===== src/rtl/wb_master_arbiter.sv =====
// Two-master Wishbone arbiter: round-robin grant held for a whole bus cycle,
// plus a stall watchdog that ends unanswered cycles with an error word.
module wb_master_arbiter #(
   parameter int          TIMEOUT  = 255,
   parameter int          TMO_W    = 8,
   parameter logic [31:0] ERR_DATA = 32'hDEAD_DEAD
) (
   input  logic        wb_clk,
   input  logic        wb_rst,
   input  logic        m0_cyc,
   input  logic        m0_stb,
   input  logic        m0_we,
   input  logic [3:0]  m0_sel,
   input  logic [31:0] m0_adr,
   input  logic [31:0] m0_dat_i,
   output logic [31:0] m0_dat_o,
   output logic        m0_ack,
   input  logic        m1_cyc,
   input  logic        m1_stb,
   input  logic        m1_we,
   input  logic [3:0]  m1_sel,
   input  logic [31:0] m1_adr,
   input  logic [31:0] m1_dat_i,
   output logic [31:0] m1_dat_o,
   output logic        m1_ack,
   output logic        s_cyc,
   output logic        s_stb,
   output logic        s_we,
   output logic [3:0]  s_sel,
   output logic [31:0] s_adr,
   output logic [31:0] s_dat_o,
   input  logic [31:0] s_dat_i,
   input  logic        s_ack,
   output logic [1:0]  grant,
   output logic        timeout_irq,
   output logic [7:0]  timeout_count
);

   typedef enum logic [1:0] {IDLE, BUSY, TERM} state_t;

   localparam logic [TMO_W-1:0] TMO_LIM = TMO_W'(TIMEOUT);

   state_t           state, state_nxt;
   logic [1:0]       grant_nxt;
   logic             rr_ptr, rr_ptr_nxt;
   logic [TMO_W-1:0] stall_cnt, stall_cnt_nxt, stall_inc;
   logic [7:0]       tmo_cnt_nxt;

   logic             req0, req1;
   logic             own_cyc, own_stb, own_we;
   logic [3:0]       own_sel;
   logic [31:0]      own_adr, own_dat;

   assign req0 = m0_cyc & m0_stb;
   assign req1 = m1_cyc & m1_stb;

   // Owner's signals; only meaningful while grant is non-zero.
   assign own_cyc = grant[1] ? m1_cyc   : m0_cyc;
   assign own_stb = grant[1] ? m1_stb   : m0_stb;
   assign own_we  = grant[1] ? m1_we    : m0_we;
   assign own_sel = grant[1] ? m1_sel   : m0_sel;
   assign own_adr = grant[1] ? m1_adr   : m0_adr;
   assign own_dat = grant[1] ? m1_dat_i : m0_dat_i;

   assign stall_inc = stall_cnt + 1'b1;

   always_ff @(posedge wb_clk) begin
      if (wb_rst) begin
         state         <= IDLE;
         grant         <= 2'b00;
         rr_ptr        <= 1'b0;
         stall_cnt     <= '0;
         timeout_count <= 8'd0;
      end else begin
         state         <= state_nxt;
         grant         <= grant_nxt;
         rr_ptr        <= rr_ptr_nxt;
         stall_cnt     <= stall_cnt_nxt;
         timeout_count <= tmo_cnt_nxt;
      end
   end

   always_comb begin
      state_nxt     = state;
      grant_nxt     = grant;
      rr_ptr_nxt    = rr_ptr;
      stall_cnt_nxt = stall_cnt;
      tmo_cnt_nxt   = timeout_count;
      s_cyc         = 1'b0;
      s_stb         = 1'b0;
      s_we          = 1'b0;
      s_sel         = 4'd0;
      s_adr         = 32'd0;
      s_dat_o       = 32'd0;
      m0_ack        = 1'b0;
      m1_ack        = 1'b0;
      m0_dat_o      = 32'd0;
      m1_dat_o      = 32'd0;
      timeout_irq   = 1'b0;

      case (state)
         IDLE: begin
            stall_cnt_nxt = '0;
            if (req0 || req1) begin
               grant_nxt = (req1 && (!req0 || rr_ptr)) ? 2'b10 : 2'b01;
               state_nxt = BUSY;
            end
         end
         BUSY: begin
            s_cyc    = own_cyc;
            s_stb    = own_stb;
            s_we     = own_we;
            s_sel    = own_sel;
            s_adr    = own_adr;
            s_dat_o  = own_dat;
            m0_ack   = grant[0] & s_ack;
            m1_ack   = grant[1] & s_ack;
            m0_dat_o = grant[0] ? s_dat_i : 32'd0;
            m1_dat_o = grant[1] ? s_dat_i : 32'd0;
            if (!own_cyc) begin
               state_nxt     = IDLE;
               grant_nxt     = 2'b00;
               rr_ptr_nxt    = ~grant[1];
               stall_cnt_nxt = '0;
            end else if (s_ack || !own_stb) begin
               stall_cnt_nxt = '0;
            end else begin
               // An ack in the same cycle takes precedence over the timeout.
               stall_cnt_nxt = stall_inc;
               if (stall_inc == TMO_LIM)
                  state_nxt = TERM;
            end
         end
         TERM: begin
            m0_ack        = grant[0];
            m1_ack        = grant[1];
            m0_dat_o      = grant[0] ? ERR_DATA : 32'd0;
            m1_dat_o      = grant[1] ? ERR_DATA : 32'd0;
            timeout_irq   = 1'b1;
            stall_cnt_nxt = '0;
            if (timeout_count != 8'hFF)
               tmo_cnt_nxt = timeout_count + 8'd1;
            if (own_cyc) begin
               state_nxt = BUSY;
            end else begin
               state_nxt  = IDLE;
               grant_nxt  = 2'b00;
               rr_ptr_nxt = ~grant[1];
            end
         end
         default: begin
            state_nxt = IDLE;
            grant_nxt = 2'b00;
         end
      endcase

      // Reset drops any in-flight transfer, including an ack arriving now.
      if (wb_rst) begin
         s_cyc       = 1'b0;
         s_stb       = 1'b0;
         s_we        = 1'b0;
         s_sel       = 4'd0;
         s_adr       = 32'd0;
         s_dat_o     = 32'd0;
         m0_ack      = 1'b0;
         m1_ack      = 1'b0;
         m0_dat_o    = 32'd0;
         m1_dat_o    = 32'd0;
         timeout_irq = 1'b0;
      end
   end

endmodule


===== config.mk =====
export PLATFORM = sky130hd
export DESIGN_NAME = wb_master_arbiter
export DESIGN_NICKNAME = d
export VERILOG_FILES = /design/src/rtl/wb_master_arbiter.sv
export SDC_FILE = /design/constraint.sdc
export NUM_CORES = 1
export LEC_CHECK = 0
export CAP_MARGIN = 25
export CORE_AREA = 2 2 126 128
export DETAILED_ROUTE_END_ITERATION = 6
export DIE_AREA = 0 0 128 130
export PLACE_DENSITY = 0.71
export SYNTH_ARGS = -nofsm -noshare
export SYNTH_HDL_FRONTEND = slang
export SYNTH_SLANG_ARGS = --single-unit

===== constraint.sdc =====
create_clock -name wb_clk -period 1.85 [get_ports wb_clk]
set_input_delay 0.2775 -clock wb_clk [delete_from_list [all_inputs] [get_ports wb_clk]]
set_output_delay 0.2775 -clock wb_clk [all_outputs]
set_load 0.02 [all_outputs]

# --- After elaboration in Yosys (flattened, before gate mapping) ---
# Index checks and enable logic that the tools add are counted.
word_totals:
  register_bits: 21
  in_bits: 177
  output_inout_bits: 148
classes:
  addsub: 2
  n_eq_ne: 8
  muxes: 45
  bitwise_logic: 6
  reduce_logical: 14
ops:
  columns: ["cell", "n"]
  rows:
  - ["$mux W32", 12]
  - ["$pmux W32 S2", 2]
  - ["$add A8 B1 Y8 const B", 2]
  - ["$mux W8", 2]
  - ["$pmux W8 S2", 1]
  - ["$mux W1", 14]
  - ["$mux W2", 7]
  - ["$mux W4", 3]
  - ["$eq A8 B8 Y1 const B", 1]
  - ["$ne A8 B8 Y1 const B", 1]
  - ["$ne A3 B3 Y1 const B", 2]
  - ["$pmux W2 S3", 1]
  - ["$reduce_and A2 Y1", 3]
  - ["$and A1 B1 Y1", 4]
  - ["$ne A2 B2 Y1 const B", 2]
  - ["$pmux W1 S2", 2]
  - ["$pmux W2 S2", 1]
  - ["$reduce_or A2 Y1", 2]
  - ["$logic_or A1 B1 Y1", 3]
  - ["$reduce_and A3 Y1", 1]
  - ["$eq A2 B1 Y1 const B", 1]
  - ["$eq A2 B2 Y1 const B", 1]
  - ["$logic_not A1 Y1", 2]
  - ["$logic_not A2 Y1", 1]
  - ["other kinds (3)", 4]

# --- Longest topological paths before layout ---
# Gate-level depths: netlist (run 1).
logic_depth:
  depth_word: 7
  depth_mapped: 7

# --- Worst setup path before layout (run 1) ---
# No wires, ideal clock.
synth_path:
  kind: "register -> output"
  startpoint: "reg state[1]"
  endpoint: "out m1_dat_o[10]"
  arrival_ns: 1.581
  required_ns: 1.572
  slack_ns: -0.009
  stages_incl_launch_ff: 8
  cell_sequence: "dfxtp_1 inv_1 ha_1 and2_1 clkbuf_1 clkbuf_1 nand2_1 a21oi_1"
synth_between:
  elab_chain_len: 3
  elab_cells_between_ends: 4
synth_rtl:
  columns: ["item", "line_no", "source"]
  rows:
  - ["from (decl)", "43", "state_t state, state_nxt;"]
  - ["from (signal assigned)", "75", "state <= state_nxt;"]
  - ["$eq A2 B2 Y1 / $eq A2 B1 Y1 (equally long branches)", "101", "case (state)"]
  - ["$pmux W32 S2 *", "101", null]
  - ["$mux W32 *", "158", "if (wb_rst) begin"]
  - ["to (decl)", "24", "output logic [31:0] m1_dat_o,"]
# Every way passes the cells marked *; elsewhere a longest branch is shown, timed or not.

# --- Worst setup path in the final report (run 1) ---
layout_path:
  startpoint: "reg state[0]"
  endpoint: "out m0_dat_o[17]"
layout_between:
  elab_chain_len: 3
  elab_cells_between_ends: 4
layout_rtl:
  columns: ["item", "line_no", "source"]
  rows:
  - ["$eq A2 B2 Y1 / $eq A2 B1 Y1 (equally long branches)", "101", null]
  - ["$pmux W32 S2 *", "101", null]
  - ["$mux W32 *", "158", null]
  - ["to (decl)", "16", "output logic [31:0] m0_dat_o,"]
# Marks and branches as above.

==> insert_results.sql, run 1 <==
INSERT INTO impl_metrics (metric_group, metric, value, unit) VALUES
('clock_network', 'cts-root-buf', 'clkbuf_16', ''),
('critical_path', 'critical_path_class', 'flop to primary output', ''),
('global_route', 'grt_pass1_vias', '4191', ''),
('global_route', 'antenna_found_initial', '1', ''),
('layout', 'layout.cell_area.non_filler', '0.00866', 'mm^2'),
('clock_network', 'cts_hold_buf', '0', ''),
('layout', 'final_core_util', '56.2', '%'),
('critical_path', 'r2r-end', 'stall_cnt[6]$_SDFFE_PP0P_', ''),
('layout', 'layoutNonFillerInstCount', '1011', ''),
('timing', 'tightestPinTransition', '0.432', 'ns'),
('layout', 'fill_cell_instance_count_of_the_final_layout', '1290', ''),
('clock_network', 'numCtsBuffers', '3', ''),
('timing', 'post-route-period-util', '108', '%'),
('power_and_ir_drop', 'power_switching_share', '43.5', '%'),
('logic_synthesis', 'synth_ff_type', 'dfxtp_1', ''),
('timing', 'max_freq', '499', 'MHz'),
('clock_network', 'htree_num_levels', '1', ''),
('critical_path', 'cpLargestDelayFamily', 'simple AND/OR/NAND/NOR gates', ''),
('critical_path', 'endpoint', 'm0_dat_o[17]', ''),
('die', 'core-area', '0.0154', 'mm^2'),
('detailed_routing', 'drt_pass1_iterations', '4', ''),
('logic_synthesis', 'synth_top_cell_by_area', 'mux2i_1', ''),
('logic_synthesis', 'seq_area_frac_synth', '14.4', '%'),
('status', 'violations', 'setup timing', ''),
('die', 'die_height', '130', 'um'),
('detailed_routing', 'route.detailed.wl_per_inst', '18.9', 'um'),
('logic_synthesis', 'synth_top_family_by_area', 'simple AND/OR/NAND/NOR gates', ''),
('detailed_routing', 'detailroute.via_count', '4740', ''),
('timing', 'setup_ws', '-0.156', 'ns'),
('logic_synthesis', 'synth_top_cells_by_count', 'nor2_1, mux2i_1, a21oi_1, nand2_1, clkbuf_1', ''),
('place', 'globalplace.congestion', '0.771', ''),
('logic_synthesis', 'synth.area.top_cells', 'mux2i_1, dfxtp_1, nor2_1', ''),
('detailed_routing', 'route.detailed.drc', '0', ''),
('detailed_routing', 'detail-route-antenna-nets', '0', ''),
('logic_synthesis', 'post_synth_xor_area_fraction', '2.70', '%'),
('timing', 'rel_slew_slack', '70.6', '%'),
('clock_network', 'worstSkewPairLatency', '0.25', 'ns'),
('power_and_ir_drop', 'combPwrFrac', '79.7', '%'),
('clock_network', 'tritoncts', 'done', ''),
('power_and_ir_drop', 'intPower', '2.84', 'mW'),
('timing', 'finClkSkew', '0.00122', 'ns'),
('critical_path', 'critPathMostFrequentCell', 'buf_6', ''),
('critical_path', 'timing.critical_path.fanout_max', '5', ''),
('critical_path', 'critical_path_depth', '6', ''),
('critical_path', 'crit_chain', 'inv_4 -> ha_4 -> nor2b_4 -> buf_6 -> and3_4 -> buf_6', ''),
('timing', 'finalSetupViolCount', '90', ''),
('place', 'number_of_cells_after_detailed_placement', '974', ''),
('global_route', 'grt_use_total', '17.7', '%'),
('power_and_ir_drop', 'max-vdd-ir-drop', '0.000400', 'V'),
('critical_path', 'worst_ep_arrival_time', '1.73', 'ns'),
('logic_synthesis', 'synthesis.yosys.warnings', '0', ''),
('global_route', 'grt_start_max_net_pins', '24', ''),
('power_and_ir_drop', 'power.sequential.fraction', '10.9', '%'),
('layout', 'final_layout_net_count', '1005', ''),
('status', 'status', 'complete, but fails checks', ''),
('layout', 'number_of_diodes', '0', ''),
('logic_synthesis', 'synthMuxAreaShare', '25.8', '%'),
('die', 'start_util', '18.9', '%'),
('critical_path', 'timing.critical_path.from', 'state[0]$_SDFFE_PP0P_', ''),
('hold_path', 'worst_hold_path_type', 'flop to flop', ''),
('logic_synthesis', 'synth-compound-area-share', '14.8', '%'),
('place', 'area_after_detailed_placement', '0.00679', 'mm^2'),
('detailed_routing', 'final_wl', '19.1', 'mm'),
('timing', 'final_hold_viol_count', '0', ''),
('logic_synthesis', 'synth_cells', '445', ''),
('critical_path', 'critical_path.slowest_cell', 'dfxtp_4', ''),
('power_and_ir_drop', 'pwr_density_cell', '579', 'mW/mm^2'),
('timing', 'finalCriticalPeriod', '2.01', 'ns'),
('die', 'floorplan.die.width', '128', 'um'),
('die', 'die-area', '0.0166', 'mm^2'),
('detailed_routing', 'post_drt_via_cell_ratio', '4.69', '');
-- routing by layer --
metal / routed length [um] / share of wire [%] / global-route usage (%)
met5: 0 / 0 / 0
met3: 1560 / 8.2 / 4.72
met1: 7430 / 39 / 22.0
met4: 371 / 1.9 / 2.26
met2: 9720 / 51 / 31.5
-- how the worst min path moves through the flow --
| stage | from | to | cells past startpoint |
|---|---|---|---|
| after floorplan | stall_cnt[3]$_SDFFE_PP0P_ | stall_cnt[3]$_SDFFE_PP0P_ | 2 |
| after global placement | stall_cnt[3]$_SDFFE_PP0P_ | stall_cnt[3]$_SDFFE_PP0P_ | 2 |
| after detailed placement | stall_cnt[3]$_SDFFE_PP0P_ | stall_cnt[3]$_SDFFE_PP0P_ | 2 |
| after CTS | stall_cnt[3]$_SDFFE_PP0P_ | stall_cnt[3]$_SDFFE_PP0P_ | 2 |
| after global routing | stall_cnt[3]$_SDFFE_PP0P_ | stall_cnt[3]$_SDFFE_PP0P_ | 2 |
| final | stall_cnt[3]$_SDFFE_PP0P_ | stall_cnt[3]$_SDFFE_PP0P_ | 2 |
-- what timing repair did --
action	in CTS	in global routing
pin swaps	15	111
gates cloned	10	11
gates resized for setup	644	442
setup endpoints to repair	144	145
setup buffers	4	8
-- power groups by stage --
stage,sequential [mW],combinational (mW),clock (mW)
CTS,0.547,2.97,0.489
detailed placement,0.533,2.64,0
finish,0.548,3.99,0.472
global placement,0.531,2.64,0
floorplan,0.547,1.18,0
global route,0.554,4.19,0.505
-- stage by stage --
step	total power [mW]	hold WS (ns)	TNS, ns
2_1_floorplan	1.73	0.467	-0.347
3_3_place_gp	3.17	0.484	-46.19
3_5_place_dp	3.17	0.491	-51.06
4_1_cts	4.01	0.500	-4.50
5_1_grt	5.25	0.536	-12.19
6_report	5.02	0.496	-5.25
-- cells in the final DEF, fill, tap and decap left out, drive strengths merged, types with 3 or more instances in the layout --
cell type / netlist / routed
buf: 15 / 215
clkdlybuf4s50: 0 / 184
nor2: 90 / 90
mux2i: 73 / 73
a21oi: 60 / 60
nand2: 56 / 56
and3: 23 / 23
dfxtp: 21 / 21
clkbuf: 27 / 13
inv: 10 / 11
nand2b: 7 / 8
ha: 8 / 8
xnor2: 7 / 7
o21ai: 7 / 7
nor2b: 5 / 5
nand3b: 4 / 4
nand4: 3 / 3
nor3: 3 / 3
nand3: 3 / 3
and2: 3 / 3
nor4: 3 / 3
-- cells by family after synthesis --
group,after synthesis
adder cells (fa/ha/maj),8
XOR/XNOR,9
AND/OR/NAND/NOR,203
AO/OA/AOI/OAI,77
buffers and inverters,52
flip-flops,21
multiplexers,75
-- worst min-delay path, cell delays in order, from the launching register on --
cell and delay (ns):
dfxtp_1 0.32, o21ai_0 0.07, a21oi_1 0.06
-- registers in the layout (all words and copies together), names as in the netlist --
signal and count:
timeout_count 8, grant 2, state 2, stall_cnt 8, rr_ptr 1
-- cell type report --
type | instances | area [um^2] | area share (%)
repair buffers | 411 | 4490 | 51.8
multi-input cells | 373 | 3380 | 39.0
flip-flops and latches | 21 | 429 | 4.95
well taps | 192 | 240 | 2.77
clock buffers | 3 | 75.1 | 0.866
inverters | 10 | 42.5 | 0.491
clock inverters | 1 | 6.26 | 0.0722
No activity file was read; power rests on OpenSTA's default activity.
==> run 2: changes to the inputs <==
--- a/config.mk
+++ b/config.mk
@@ -9,7 +9,7 @@
 export CORE_AREA = 2 2 126 128
 export DETAILED_ROUTE_END_ITERATION = 6
 export DIE_AREA = 0 0 128 130
-export PLACE_DENSITY = 0.71
+export PLACE_DENSITY = 0.64
 export SYNTH_ARGS = -nofsm -noshare
 export SYNTH_HDL_FRONTEND = slang
 export SYNTH_SLANG_ARGS = --single-unit
==> run 2 against run 1 <==
Against the previous run:
- the run still ends with setup timing left
- utilization fell by 4.1 points
- global-route usage grew 0.30 points
- largest power group unchanged
- sequential share of layout area is 0.40 points higher
- sequential power decreased by 0.7%
- design area decreased by 7.3%
- critical path type unchanged
- power down 4.8%
==> insert_results.sql, run 2 (synthesis results as in run 1) <==
INSERT INTO impl_metrics (metric_group, metric, value, unit) VALUES
('status', 'status', 'complete, but fails checks', ''),
('status', 'violations', 'setup timing', ''),
('clock_network', 'cts.sinks', '21', ''),
('timing', 'post-route-period-util', '107', '%'),
('clock_network', 'numCtsBuffers', '3', ''),
('power_and_ir_drop', 'cellLeakagePower', '3.06', 'nW'),
('power_and_ir_drop', 'max-vdd-ir-drop', '0.000408', 'V'),
('global_route', 'grt_pass1_wl', '23.4', 'mm'),
('layout', 'mostFrequentLayoutCell', 'clkdlybuf4s50_1', ''),
('die', 'die_height', '130', 'um'),
('power_and_ir_drop', 'pwr_density_cell', '594', 'mW/mm^2'),
('place', 'number_of_cells_after_detailed_placement', '970', ''),
('timing', 'finClkSkew', '0.00146', 'ns'),
('critical_path', 'critical_path_required', '1.57', 'ns'),
('place', 'globalplace.congestion', '0.832', ''),
('hold_path', 'worst_hold_path_type', 'flop to flop', ''),
('critical_path', 'worst_ep_arrival_time', '1.70', 'ns'),
('clock_network', 'clock_tree.buffer_depth', '2', ''),
('detailed_routing', 'final_wl', '17.9', 'mm'),
('die', 'core-area', '0.0154', 'mm^2'),
('clock_network', 'tritoncts', 'done', ''),
('detailed_routing', 'route.detailed.drc', '0', ''),
('critical_path', 'critPathCaptureType', 'primary output', ''),
('power_and_ir_drop', 'totalPowerFinal', '4.77', 'mW'),
('place', 'dpl.hpwl', '12.8', 'mm'),
('die', 'die-area', '0.0166', 'mm^2'),
('layout', 'post_route_cells_drive_above_1_share', '44.4', '%'),
('die', 'fp-row-count', '46', ''),
('timing', 'fin_setup_tns', '-5.84', 'ns'),
('place', 'io_buffer_count', '324', ''),
('timing', 'finalCriticalPeriod', '1.98', 'ns'),
('layout', 'largest_registers', 'stall_cnt x8, timeout_count x8', ''),
('timing', 'max_freq', '506', 'MHz'),
('global_route', 'grt-ovfl-total', '0', ''),
('critical_path', 'critical_path_class', 'flop to primary output', ''),
('timing', 'rsz0062_at_grt', 'true', ''),
('layout', 'number_of_diodes', '0', ''),
('global_route', 'grt_pass1_vias', '4127', ''),
('detailed_routing', 'post_drt_via_cell_ratio', '4.61', ''),
('die', 'io_pins', '325', ''),
('layout', 'fill_cell_instance_count_of_the_final_layout', '1380', ''),
('detailed_routing', 'detail_route.iter0.violations', '142', ''),
('die', 'start_util', '18.9', '%'),
('layout', 'layout_common_cells', 'clkdlybuf4s50_1, buf_6, mux2i_1', ''),
('clock_network', 'cts_hold_buf', '0', ''),
('global_route', 'grt_use_total', '18.0', '%'),
('timing', 'tightestPinTransition', '0.465', 'ns'),
('layout', 'final_layout_net_count', '990', ''),
('global_route', 'antenna_found_initial', '0', ''),
('clock_network', 'htree_num_levels', '1', ''),
('timing', 'finalSetupViolCount', '92', ''),
('detailed_routing', 'drt_pass1_iterations', '5', ''),
('layout', 'areaGrowthSynthToFinish', '175', '%'),
('timing', 'finalMaxSlewViolations', '0', ''),
('die', 'floorplan.die.width', '128', 'um'),
('critical_path', 'critPathLaunchType', 'flop', ''),
('timing', 'final_hold_viol_count', '0', ''),
('layout', 'final_core_util', '52.1', '%'),
('run', 'max_cap_violations', '0', ''),
('clock_network', 'worstSkewPairLatency', '0.26', 'ns'),
('clock_network', 'cts-root-buf', 'clkbuf_16', ''),
('detailed_routing', 'detail-route-antenna-nets', '0', ''),
('critical_path', 'timing.critical_path.fanout_max', '5', ''),
('layout', 'layoutNonFillerInstCount', '996', ''),
('timing', 'rel_slew_slack', '68.8', '%'),
('clock_network', 'cts.clk_slew.worst_paths', '0.06', 'ns'),
('timing', 'setup_ws', '-0.126', 'ns'),
('detailed_routing', 'route.detailed.wl_per_inst', '18.0', 'um'),
('detailed_routing', 'detailroute.via_count', '4596', ''),
('global_route', 'grt_start_max_net_pins', '47', ''),
('place', 'dp_slack', '-0.531', 'ns');
run 2: changes by cell type in the layout (fill, tap and decap cells not counted), moves of 12 or more:
cell	change
a21oi_2	-12
buf_2	+16
buf_4	-14
nand2_1	+41
nand2_4	-40
run 2: report_power, final:
group	switching, mW	internal [mW]
registers	0.0452	0.498
logic	1.84	1.91
clock network	0.183	0.294
total	2.07	2.70
run 2: worst max-delay path, stage by stage (launching register included):
cell     delay (ns)
dfxtp_4        0.37
inv_4          0.04
ha_4           0.28
nor2b_4        0.27
buf_6          0.17
and3_4         0.18
buf_6          0.11
run 2: final cells by class:
cell class	instances	area, um^2	area share, %
well taps	192	240	2.99
repair buffers	397	4150	51.7
multi-input cells	372	3090	38.4
inverters	10	42.5	0.529
clock inverters	1	6.26	0.0779
clock buffers	3	75.1	0.934
flip-flops and latches	21	430	5.36
run 2: metrics by stage:
stage / cell area [um^2] / hold WS, ns
3_3_place_gp: 6750 / 0.502
6_report: 8040 / 0.529
2_1_floorplan: 2920 / 0.467
3_5_place_dp: 6750 / 0.505
4_1_cts: 6880 / 0.516
5_1_grt: 8040 / 0.551
run 2: layer usage:
layer  global-route usage (%)  routed length [um]
met5                        0                   0
met4                     2.46                 210
met3                     4.47                1450
met2                     30.0                8790
met1                     24.1                7470
run 2: what timing repair did:
| action | 4_1_cts | 5_1_grt |
|---|---|---|
| cloned | 6 | 6 |
| setup endpoints to repair | 146 | 130 |
| resized for setup | 711 | 276 |
| buffers inserted | 5 | 5 |
| pin swaps | 14 | 37 |
run 2: worst paths after layout:
path	start	to	slack, ns	depth (start not counted)
worst min-delay path	stall_cnt[3]$_SDFFE_PP0P_	stall_cnt[3]$_SDFFE_PP0P_	0.53	2
worst max-delay path	state[0]$_SDFFE_PP0P_	m1_dat_o[22]	-0.13	6
worst max register to register	grant[1]$_SDFFE_PP0P_	state[0]$_SDFFE_PP0P_	0.09	5
worst min register to register	stall_cnt[3]$_SDFFE_PP0P_	stall_cnt[3]$_SDFFE_PP0P_	0.53	2
==> run 3: changes to the inputs <==
--- a/config.mk
+++ b/config.mk
@@ -6,10 +6,11 @@
 export NUM_CORES = 1
 export LEC_CHECK = 0
 export CAP_MARGIN = 25
-export CORE_AREA = 2 2 126 128
+export CORE_ASPECT_RATIO = 0.5
+export CORE_MARGIN = 8
+export CORE_UTILIZATION = 26
 export DETAILED_ROUTE_END_ITERATION = 6
-export DIE_AREA = 0 0 128 130
-export PLACE_DENSITY = 0.64
+export PLACE_DENSITY = 0.82
 export SYNTH_ARGS = -nofsm -noshare
 export SYNTH_HDL_FRONTEND = slang
 export SYNTH_SLANG_ARGS = --single-unit
==> run 3 against run 2 <==
Against the previous run:
- the run still ends with setup timing left
- hold slack lost 0.010 ns
- final cell count shrank 3.7%
- via count grew 5.0%
- design area shrank 8.0%
- utilization grew 15 points
- clock power is essentially flat
- die area shrank 9.3%
- largest power group unchanged
==> insert_results.sql, run 3 (synthesis results as in run 1) <==
INSERT INTO impl_metrics (metric_group, metric, value, unit) VALUES
('status', 'status', 'complete, but fails checks', ''),
('status', 'violations', 'setup timing', ''),
('global_route', 'grt_pass1_wl', '28.6', 'mm'),
('die', 'core-area', '0.0110', 'mm^2'),
('power_and_ir_drop', 'max-vdd-ir-drop', '0.000340', 'V'),
('layout', 'mostFrequentLayoutCell', 'clkdlybuf4s50_1', ''),
('detailed_routing', 'detail_route.iter0.violations', '296', ''),
('timing', 'finalCriticalPeriod', '1.95', 'ns'),
('detailed_routing', 'drt_pass1_iterations', '5', ''),
('timing', 'final_hold_viol_count', '0', ''),
('timing', 'rsz0062_at_grt', 'true', ''),
('global_route', 'grt_pass1_vias', '4830', ''),
('detailed_routing', 'final_wl', '20.3', 'mm'),
('die', 'die-area', '0.0151', 'mm^2'),
('layout', 'fill_cell_instance_count_of_the_final_layout', '850', ''),
('power_and_ir_drop', 'pwr_density_cell', '556', 'mW/mm^2'),
('clock_network', 'cts-root-buf', 'clkbuf_16', ''),
('clock_network', 'worstSkewPairLatency', '0.26', 'ns'),
('die', 'io_pins', '325', ''),
('timing', 'finClkSkew', '0.00420', 'ns'),
('critical_path', 'critPathCaptureType', 'primary output', ''),
('critical_path', 'critPathLaunchType', 'flop', ''),
('detailed_routing', 'route.detailed.wl_per_inst', '21.2', 'um'),
('detailed_routing', 'post_drt_via_cell_ratio', '5.03', ''),
('die', 'floorplan.die.width', '166', 'um'),
('run', 'max_cap_violations', '0', ''),
('clock_network', 'numCtsBuffers', '3', ''),
('layout', 'number_of_diodes', '0', ''),
('critical_path', 'critical_path_class', 'flop to primary output', ''),
('layout', 'layout.cell_area.non_filler', '0.00739', 'mm^2'),
('clock_network', 'cts.clk_slew.worst_paths', '0.06', 'ns'),
('critical_path', 'timing.critical_path.fanout_max', '10', ''),
('layout', 'post_route_cells_drive_above_1_share', '39.9', '%'),
('place', 'dp_slack', '-0.484', 'ns'),
('timing', 'finalSetupViolCount', '64', ''),
('place', 'globalplace.congestion', '0.956', ''),
('place', 'io_buffer_count', '324', ''),
('timing', 'tightestPinTransition', '0.489', 'ns'),
('die', 'start_util', '26.6', '%'),
('timing', 'max_freq', '513', 'MHz'),
('place', 'number_of_cells_after_detailed_placement', '936', ''),
('layout', 'largest_registers', 'stall_cnt x8, timeout_count x8', ''),
('timing', 'setup_ws', '-0.0983', 'ns'),
('layout', 'areaGrowthSynthToFinish', '153', '%'),
('timing', 'finalMaxSlewViolations', '0', ''),
('critical_path', 'worst_ep_arrival_time', '1.67', 'ns'),
('global_route', 'grt_start_max_net_pins', '47', ''),
('die', 'fp-row-count', '27', ''),
('timing', 'post-route-period-util', '105', '%'),
('clock_network', 'cts_hold_buf', '0', ''),
('detailed_routing', 'detail-route-antenna-nets', '0', ''),
('critical_path', 'critical_path_required', '1.57', 'ns'),
('detailed_routing', 'route.detailed.drc', '0', ''),
('die', 'die_height', '90.9', 'um'),
('place', 'dpl.hpwl', '15.5', 'mm'),
('clock_network', 'tritoncts', 'done', ''),
('layout', 'final_layout_net_count', '1000', ''),
('global_route', 'antenna_found_initial', '1', ''),
('detailed_routing', 'detailroute.via_count', '4826', ''),
('place', 'area_after_detailed_placement', '0.00678', 'mm^2'),
('layout', 'multi_input_comb_area', '0.00280', 'mm^2'),
('power_and_ir_drop', 'cellLeakagePower', '3.03', 'nW'),
('global_route', 'grt_use_total', '23.7', '%'),
('clock_network', 'cts.sinks', '21', ''),
('layout', 'layoutNonFillerInstCount', '959', ''),
('clock_network', 'htree_num_levels', '1', ''),
('layout', 'register_area', '435', 'um^2'),
('layout', 'layout_common_cells', 'clkdlybuf4s50_1, nor2_1, buf_4', ''),
('hold_path', 'worst_hold_path_type', 'flop to flop', ''),
('global_route', 'grt-ovfl-total', '0', ''),
('clock_network', 'clock_tree.buffer_depth', '2', ''),
('timing', 'rel_slew_slack', '67.2', '%');
==> run 3: cell types whose count changed in the layout (fill, tap and decap cells not counted), moves of 11 or more <==
cell,before,now
buf_6,106,55
nor2_1,39,87
nor2_4,44,1
clkbuf_2,0,32
buf_4,59,79
buf_2,19,30
==> run 3: worst paths after layout <==
kind	startpoint	endpoint	slack, ns	depth (start not counted)
min reg2reg	stall_cnt[4]$_SDFFE_PP0P_	stall_cnt[4]$_SDFFE_PP0P_	0.52	2
max reg2reg	state[0]$_SDFFE_PP0P_	stall_cnt[5]$_SDFFE_PP0P_	-0.02	10
min	stall_cnt[4]$_SDFFE_PP0P_	stall_cnt[4]$_SDFFE_PP0P_	0.52	2
max	state[0]$_SDFFE_PP0P_	m0_dat_o[24]	-0.1	6
==> run 3: routing by layer <==
metal	wire, um	GRT usage [%]	share of wire [%]
met5	9	0	0.044
met4	804	9.47	4.0
met3	990	4.06	4.9
met2	11200	47.0	55
met1	7340	24.7	36
==> run 3: cell type report <==
| type | instances | share of cell area (%) |
|---|---|---|
| clock inverters | 1 | 0.0846 |
| inverters | 10 | 0.575 |
| flip-flops and latches | 21 | 5.89 |
| multi-input cells | 372 | 37.9 |
| clock buffers | 3 | 1.02 |
| well taps | 145 | 2.45 |
| repair buffers | 407 | 52.1 |
==> run 3: worst max-delay path: stages, from the launching register on <==
cell and delay, ns:
dfxtp_4 0.39, inv_4 0.04, ha_4 0.27, nor2b_4 0.22
buf_6 0.17, and3_1 0.20, buf_6 0.13
==> run 3: timing repair <==
action | 4_1_cts | 5_1_grt
endpoints found under the setup margin | 147 | 141
gates cloned | 5 | 2
buffers inserted | 3 | 9
pin swaps | 16 | 26
resized for setup | 573 | 198
==> run 3: power breakdown <==
group / internal [mW] / switching [mW] / leakage, nW
clock network: 0.294 / 0.186 / 0.0414
logic: 1.51 / 1.57 / 2.81
registers: 0.499 / 0.0527 / 0.174
total: 2.30 / 1.81 / 3.03
==> run 3: through the flow <==
stage | setup TNS (ns) | utilization, % | power [mW] | hold WS [ns]
floorplan | -0.347 | - | 1.73 | 0.467
global placement | -50.52 | 61.8 | 3.18 | 0.488
detailed placement | -51.80 | 61.8 | 3.21 | 0.505
CTS | -1.00 | 64.2 | 3.84 | 0.520
global route | -6.80 | 67.4 | 4.32 | 0.532
finish | -2.78 | 67.4 | 4.11 | 0.519
